<file path="src/rtl/reg_bank_wr_arbiter.sv">
// Write-port arbiter for the 32x32 register bank: round-robin between ALU and
// load writeback, one registered write per cycle, RAW hazard flags, write counter.
module reg_bank_wr_arbiter #(
  parameter int unsigned AW           = 5,
  parameter int unsigned DW           = 32,
  parameter bit          ZERO_DISCARD = 1'b1,
  parameter int unsigned CW           = 16
) (
  input  logic          clk,
  input  logic          rst_n,
  input  logic          hold,
  input  logic          req0_valid,
  input  logic [AW-1:0] req0_addr,
  input  logic [DW-1:0] req0_data,
  output logic          req0_ready,
  input  logic          req1_valid,
  input  logic [AW-1:0] req1_addr,
  input  logic [DW-1:0] req1_data,
  output logic          req1_ready,
  output logic          WReg,
  output logic [AW-1:0] Awrite,
  output logic [DW-1:0] DataIn,
  input  logic [AW-1:0] rd_addr1,
  input  logic [AW-1:0] rd_addr2,
  output logic          hazard1,
  output logic          hazard2,
  output logic [CW-1:0] wr_count
);

  localparam logic [CW-1:0] CNT_MAX = {CW{1'b1}};

  typedef struct packed {
    logic [AW-1:0] addr;
    logic [DW-1:0] data;
  } wr_req_t;

  logic          last_gnt_q, last_gnt_d;
  logic          wreg_q, wreg_d;
  wr_req_t       wr_q, wr_d;
  logic [CW-1:0] wr_count_q, wr_count_d;

  logic          gnt0_c, gnt1_c;
  logic          xfer_c;
  logic          discard_c;
  wr_req_t       win_c;

  // Round-robin grant; on contention the requester not served last wins.
  always_comb begin
    gnt0_c = 1'b0;
    gnt1_c = 1'b0;
    if (!hold) begin
      if (req0_valid && req1_valid) begin
        gnt0_c = last_gnt_q;
        gnt1_c = !last_gnt_q;
      end else begin
        gnt0_c = req0_valid;
        gnt1_c = req1_valid;
      end
    end
  end

  assign req0_ready = gnt0_c;
  assign req1_ready = gnt1_c;

  // Winning payload and whether it is a discarded register-0 write.
  always_comb begin
    win_c     = gnt1_c ? wr_req_t'({req1_addr, req1_data})
                       : wr_req_t'({req0_addr, req0_data});
    xfer_c    = gnt0_c || gnt1_c;
    discard_c = ZERO_DISCARD && (win_c.addr == '0);
  end

  always_comb begin
    last_gnt_d = last_gnt_q;
    wreg_d     = 1'b0;
    wr_d       = wr_q;
    wr_count_d = wr_count_q;
    if (xfer_c) begin
      last_gnt_d = gnt1_c;
      wreg_d     = !discard_c;
      wr_d       = win_c;
    end
    // Count writes the bank commits, saturating instead of wrapping.
    if (wreg_q && (wr_count_q != CNT_MAX)) begin
      wr_count_d = wr_count_q + CW'(1);
    end
  end

  always_ff @(posedge clk or negedge rst_n) begin
    if (!rst_n) begin
      last_gnt_q <= 1'b1;
      wreg_q     <= 1'b0;
      wr_q       <= '0;
      wr_count_q <= '0;
    end else begin
      last_gnt_q <= last_gnt_d;
      wreg_q     <= wreg_d;
      wr_q       <= wr_d;
      wr_count_q <= wr_count_d;
    end
  end

  assign WReg     = wreg_q;
  assign Awrite   = wr_q.addr;
  assign DataIn   = wr_q.data;
  assign wr_count = wr_count_q;

  // Reads that hit the write still in flight see stale bank contents.
  assign hazard1 = wreg_q && (rd_addr1 == wr_q.addr);
  assign hazard2 = wreg_q && (rd_addr2 == wr_q.addr);

endmodule
</file>
<file path="config.mk">
export PLATFORM = sky130hd
export DESIGN_NAME = reg_bank_wr_arbiter
export DESIGN_NICKNAME = d
export VERILOG_FILES = /design/src/rtl/reg_bank_wr_arbiter.sv
export SDC_FILE = /design/constraint.sdc
export NUM_CORES = 1
export LEC_CHECK = 0
export ABC_AREA = 1
export CAP_MARGIN = 30
export CORE_MARGIN = 2
export CORE_UTILIZATION = 42
export CTS_BUF_LIST = sky130_fd_sc_hd__clkbuf_2
export DETAILED_ROUTE_END_ITERATION = 12
export GPL_ROUTABILITY_DRIVEN = 0
export PLACE_DENSITY = 0.83
export SLEW_MARGIN = 0
export SYNTH_ARGS = -nofsm -noshare
export SYNTH_HDL_FRONTEND = slang
export SYNTH_SLANG_ARGS = --single-unit
</file>
<file path="constraint.sdc">
create_clock -name clk -period 2.35 [get_ports clk]
set_clock_uncertainty 0.2 [all_clocks]
set_input_delay 0.3525 -clock clk [delete_from_list [all_inputs] [get_ports clk]]
set_output_delay 0.3525 -clock clk [all_outputs]
set_load 0.01 [all_outputs]
</file>
==> impl_metrics.json, run 1 <==
{
  "crit_buf_inv": 2,
  "async_flop_share_pct": 100,
  "cts_tree": "yes",
  "die-area_mm2": 0.00774,
  "cpPeakStageDelay_ns": 0.44,
  "worstSetupPathType": "reg -> out",
  "min_period_over_period_pct": 95.7,
  "clock_insertion_delay_worst_skew_ns": 0.45,
  "core_area_mm2": 0.00679,
  "drtIter0Drc": 97,
  "ff2ff_path_depth": 9,
  "syn_nets": 485,
  "vias": 3097,
  "hold_viol": 0,
  "grt_pass1_vias": 3112,
  "fmax_ghz": 0.445,
  "diodes": 0,
  "tightestPinTransition_ns": 0.702,
  "cts_sinks": 55,
  "fin_ws_ns": 0.102,
  "netlist_area_mm2": 0.00296,
  "setup_violations": 0,
  "rows": 30,
  "synth_area_leaders": "dfrtp_1 (46%), nand2_1 (22%), nand3_1 (6.6%)",
  "clk_pin_slew_worst_paths_ns": 0.30,
  "ys_seq_area_share_pct": 46.5,
  "r2r_end": "wr_count[6]",
  "pre_cts_slack_ns": -0.0760,
  "antenna_found_initial": 0,
  "grt_start_max_net_pins": 56,
  "cp-endpoint": "hazard1",
  "path_max_fanout": 4,
  "fp.dieW_um": 88.0,
  "crit_path_end_kind": "primary output",
  "placed_area_mm2": 0.00453,
  "clockBufferDepth": 2,
  "io_pins": 147,
  "worstPathCellList": "inv_1 -> or2_2 -> o2111ai_1 -> nor2_1 -> dlygate4sd2_1",
  "synth_largest_area_cell": "dfrtp_1",
  "status": "finished, final reports clean",
  "antenna_left": 0,
  "synth_seq_cells": 55,
  "detail_route.first_pass.iterations": 4,
  "synthCells": 395,
  "max_slew_margin_pct": 53.2,
  "root_buffer": "clkbuf_2",
  "areaGrowthSynthToFinish_pct": 56.4,
  "cp.depth": 5,
  "final_nets": 638,
  "grt_pass1_wl_mm": 14.1,
  "critPathRequiredTime_ns": 1.80,
  "die_h_um": 88.0,
  "grt_overflow": 0,
  "hp-class": "in -> reg",
  "drc": 0,
  "ir_worst_vdd_uv": 264,
  "grt_usage_pct": 23.4,
  "initial_core_util_pct": 43.6,
  "holdWs_ns": 0.222,
  "slowest_stage": "dfrtp_1",
  "ys_types": 28,
  "worstPathArrival_ns": 1.70,
  "grt_setup_unrepaired": "false",
  "drv_slew": 0,
  "yosys.area.top_type_share_pct": 45.6,
  "htree_num_levels": 2,
  "synth_ff_type": "dfrtp_1",
  "wl_per_cell_um": 13.4,
  "design_area_mm2": 0.00463,
  "rrSetupSlack_ns": 0.39,
  "synth_edf_count": 0,
  "p_leak_uw": 0.00208,
  "maxCapViolCount": 0,
  "path_delay_family": "flip-flops",
  "setup.worst_path.start_class": "flip-flop",
  "wl_mm": 8.66,
  "drive_above_1_share_pct": 9.29,
  "cts_made_buffers": 5,
  "cp-startpoint": "Awrite[0]",
  "avgSynthCellArea_um2": 7.50,
  "power_density_mw_per_mm2": 594,
  "port_buffers": 146,
  "avgViaCountPerCell": 4.80,
  "period_minus_slack_ns": 2.25,
  "reg2reg_from": "wr_count[0]",
  "yosys_warnings": 0,
  "dp_hpwl_mm": 6.63
}
## per-layer routing
| metal | vias to the layer above | wire (µm) | global-route usage [%] |
|---|---|---|---|
| li1 | 1539 | - | - |
| met1 | 1447 | 3260 | 25.2 |
| met2 | 98 | 4500 | 42.0 |
| met3 | 13 | 760 | 9.05 |
| met4 | 0 | 141 | 7.69 |
| met5 | - | 0 | 0 |
## worst reg2reg max path: stages (launching register included)
cell and delay, ns:
dfrtp_1 0.50, ha_1 0.28, inv_1 0.10, nor2_4 0.18, nand2_4 0.09, nor2_4 0.11, nor2_2 0.03, buf_4 0.22
nand2_1 0.12, o21ai_2 0.05
## layout by cell type (no fill, tap or decap), drive strengths merged
| cell type | instances |
|---|---|
| a21oi | 1 |
| buf | 12 |
| bufinv | 1 |
| clkbuf | 6 |
| clkdlybuf4s50 | 141 |
| clkinv | 2 |
| dfrtp | 54 |
| dfstp | 1 |
| dlygate4sd2 | 3 |
| dlygate4sd3 | 1 |
| ha | 1 |
| inv | 33 |
| nand2 | 183 |
| nand3 | 42 |
| nand4 | 8 |
| nor2 | 25 |
| o2111ai | 3 |
| o21ai | 20 |
| or2 | 1 |
| or3 | 1 |
| xnor2 | 5 |
| xor2 | 5 |
## timing repair
item,in CTS,in global routing
endpoints found under the hold margin,54,0
setup buffers,4,1
pin swaps,0,0
hold buffers,1,0
endpoints found under the setup margin,4,1
gates resized for setup,8,2
## synth_stat cells (2+ instances only)
master       n
nand4_1      8
o21ai_0     11
nor2_1      21
o21ai_2      7
buf_2        8
nand3_2      3
nand2_1    174
inv_1       32
nor2_4       3
xor2_1       5
dfrtp_1     54
nand2_2      8
o2111ai_1    3
buf_6        2
nand3_1     39
xnor2_1      5
## power by group
part / internal, µW / leakage [µW] / switching [µW] / total, µW
Sequential: 1110 / 0.000687 / 137 / 1250
Combinational: 571 / 0.00136 / 455 / 1030
Clock: 175 / 0.0000404 / 303 / 478
## state kept, by name (all words and copies together) (netlist names)
name / count
WReg: 1
Awrite: 5
last_gnt_q: 1
DataIn: 32
wr_count: 16
## kinds of logic (layout without fill, tap and decap cells)
family | after synthesis | in the layout | synth area share [%]
flip-flops | 55 | 55 | 46.5
buffers and inverters | 45 | 199 | 6.55
AO/OA/AOI/OAI | 24 | 24 | 5.70
XOR/XNOR | 10 | 10 | 2.96
adder cells (fa/ha/maj) | 1 | 1 | 0.422
AND/OR/NAND/NOR | 260 | 260 | 37.9
## per-stage QoR
stage               TNS (ns)  std cells  util [%]  total power (µW)
floorplan                  0        395         -              1670
global placement     -0.0537        631      66.6              2250
finish                     0        645      68.2              2750
global route               0        645      68.2              2930
CTS                        0        644      68.1              2770
detailed placement   -0.0760        631      66.6              2270
## area by class of cell
class	count	area (µm²)
Sequential cell	55	1380
Timing Repair Buffer	158	1550
Tap cell	96	120
Inverter	33	124
Multi-Input combinational cell	295	1390
Clock buffer	5	25.0
Clock inverter	3	38.8
Fill cell	571	2160
## how the worst min path moves through the flow
stage,from,endpoint,cells after the start
3_3_place_gp,DataIn[23],DataIn[23],2
3_5_place_dp,DataIn[21],DataIn[21],2
6_report,req1_data[29],DataIn[29],3
4_1_cts,req1_data[29],DataIn[29],3
5_1_grt,req1_data[31],DataIn[31],3
2_1_floorplan,rst_n,Awrite[0],0
Note: power is estimated with default switching activity, not from simulation.
==> run 2, diff against run 1 <==
--- a/config.mk
+++ b/config.mk
@@ -6,7 +6,7 @@
 export NUM_CORES = 1
 export LEC_CHECK = 0
 export ABC_AREA = 1
-export CAP_MARGIN = 30
+export CAP_MARGIN = 20
 export CORE_MARGIN = 2
 export CORE_UTILIZATION = 42
 export CTS_BUF_LIST = sky130_fd_sc_hd__clkbuf_2
==> results of run 2 <==
Final layout, timing and power as in run 1 (identical DEF).
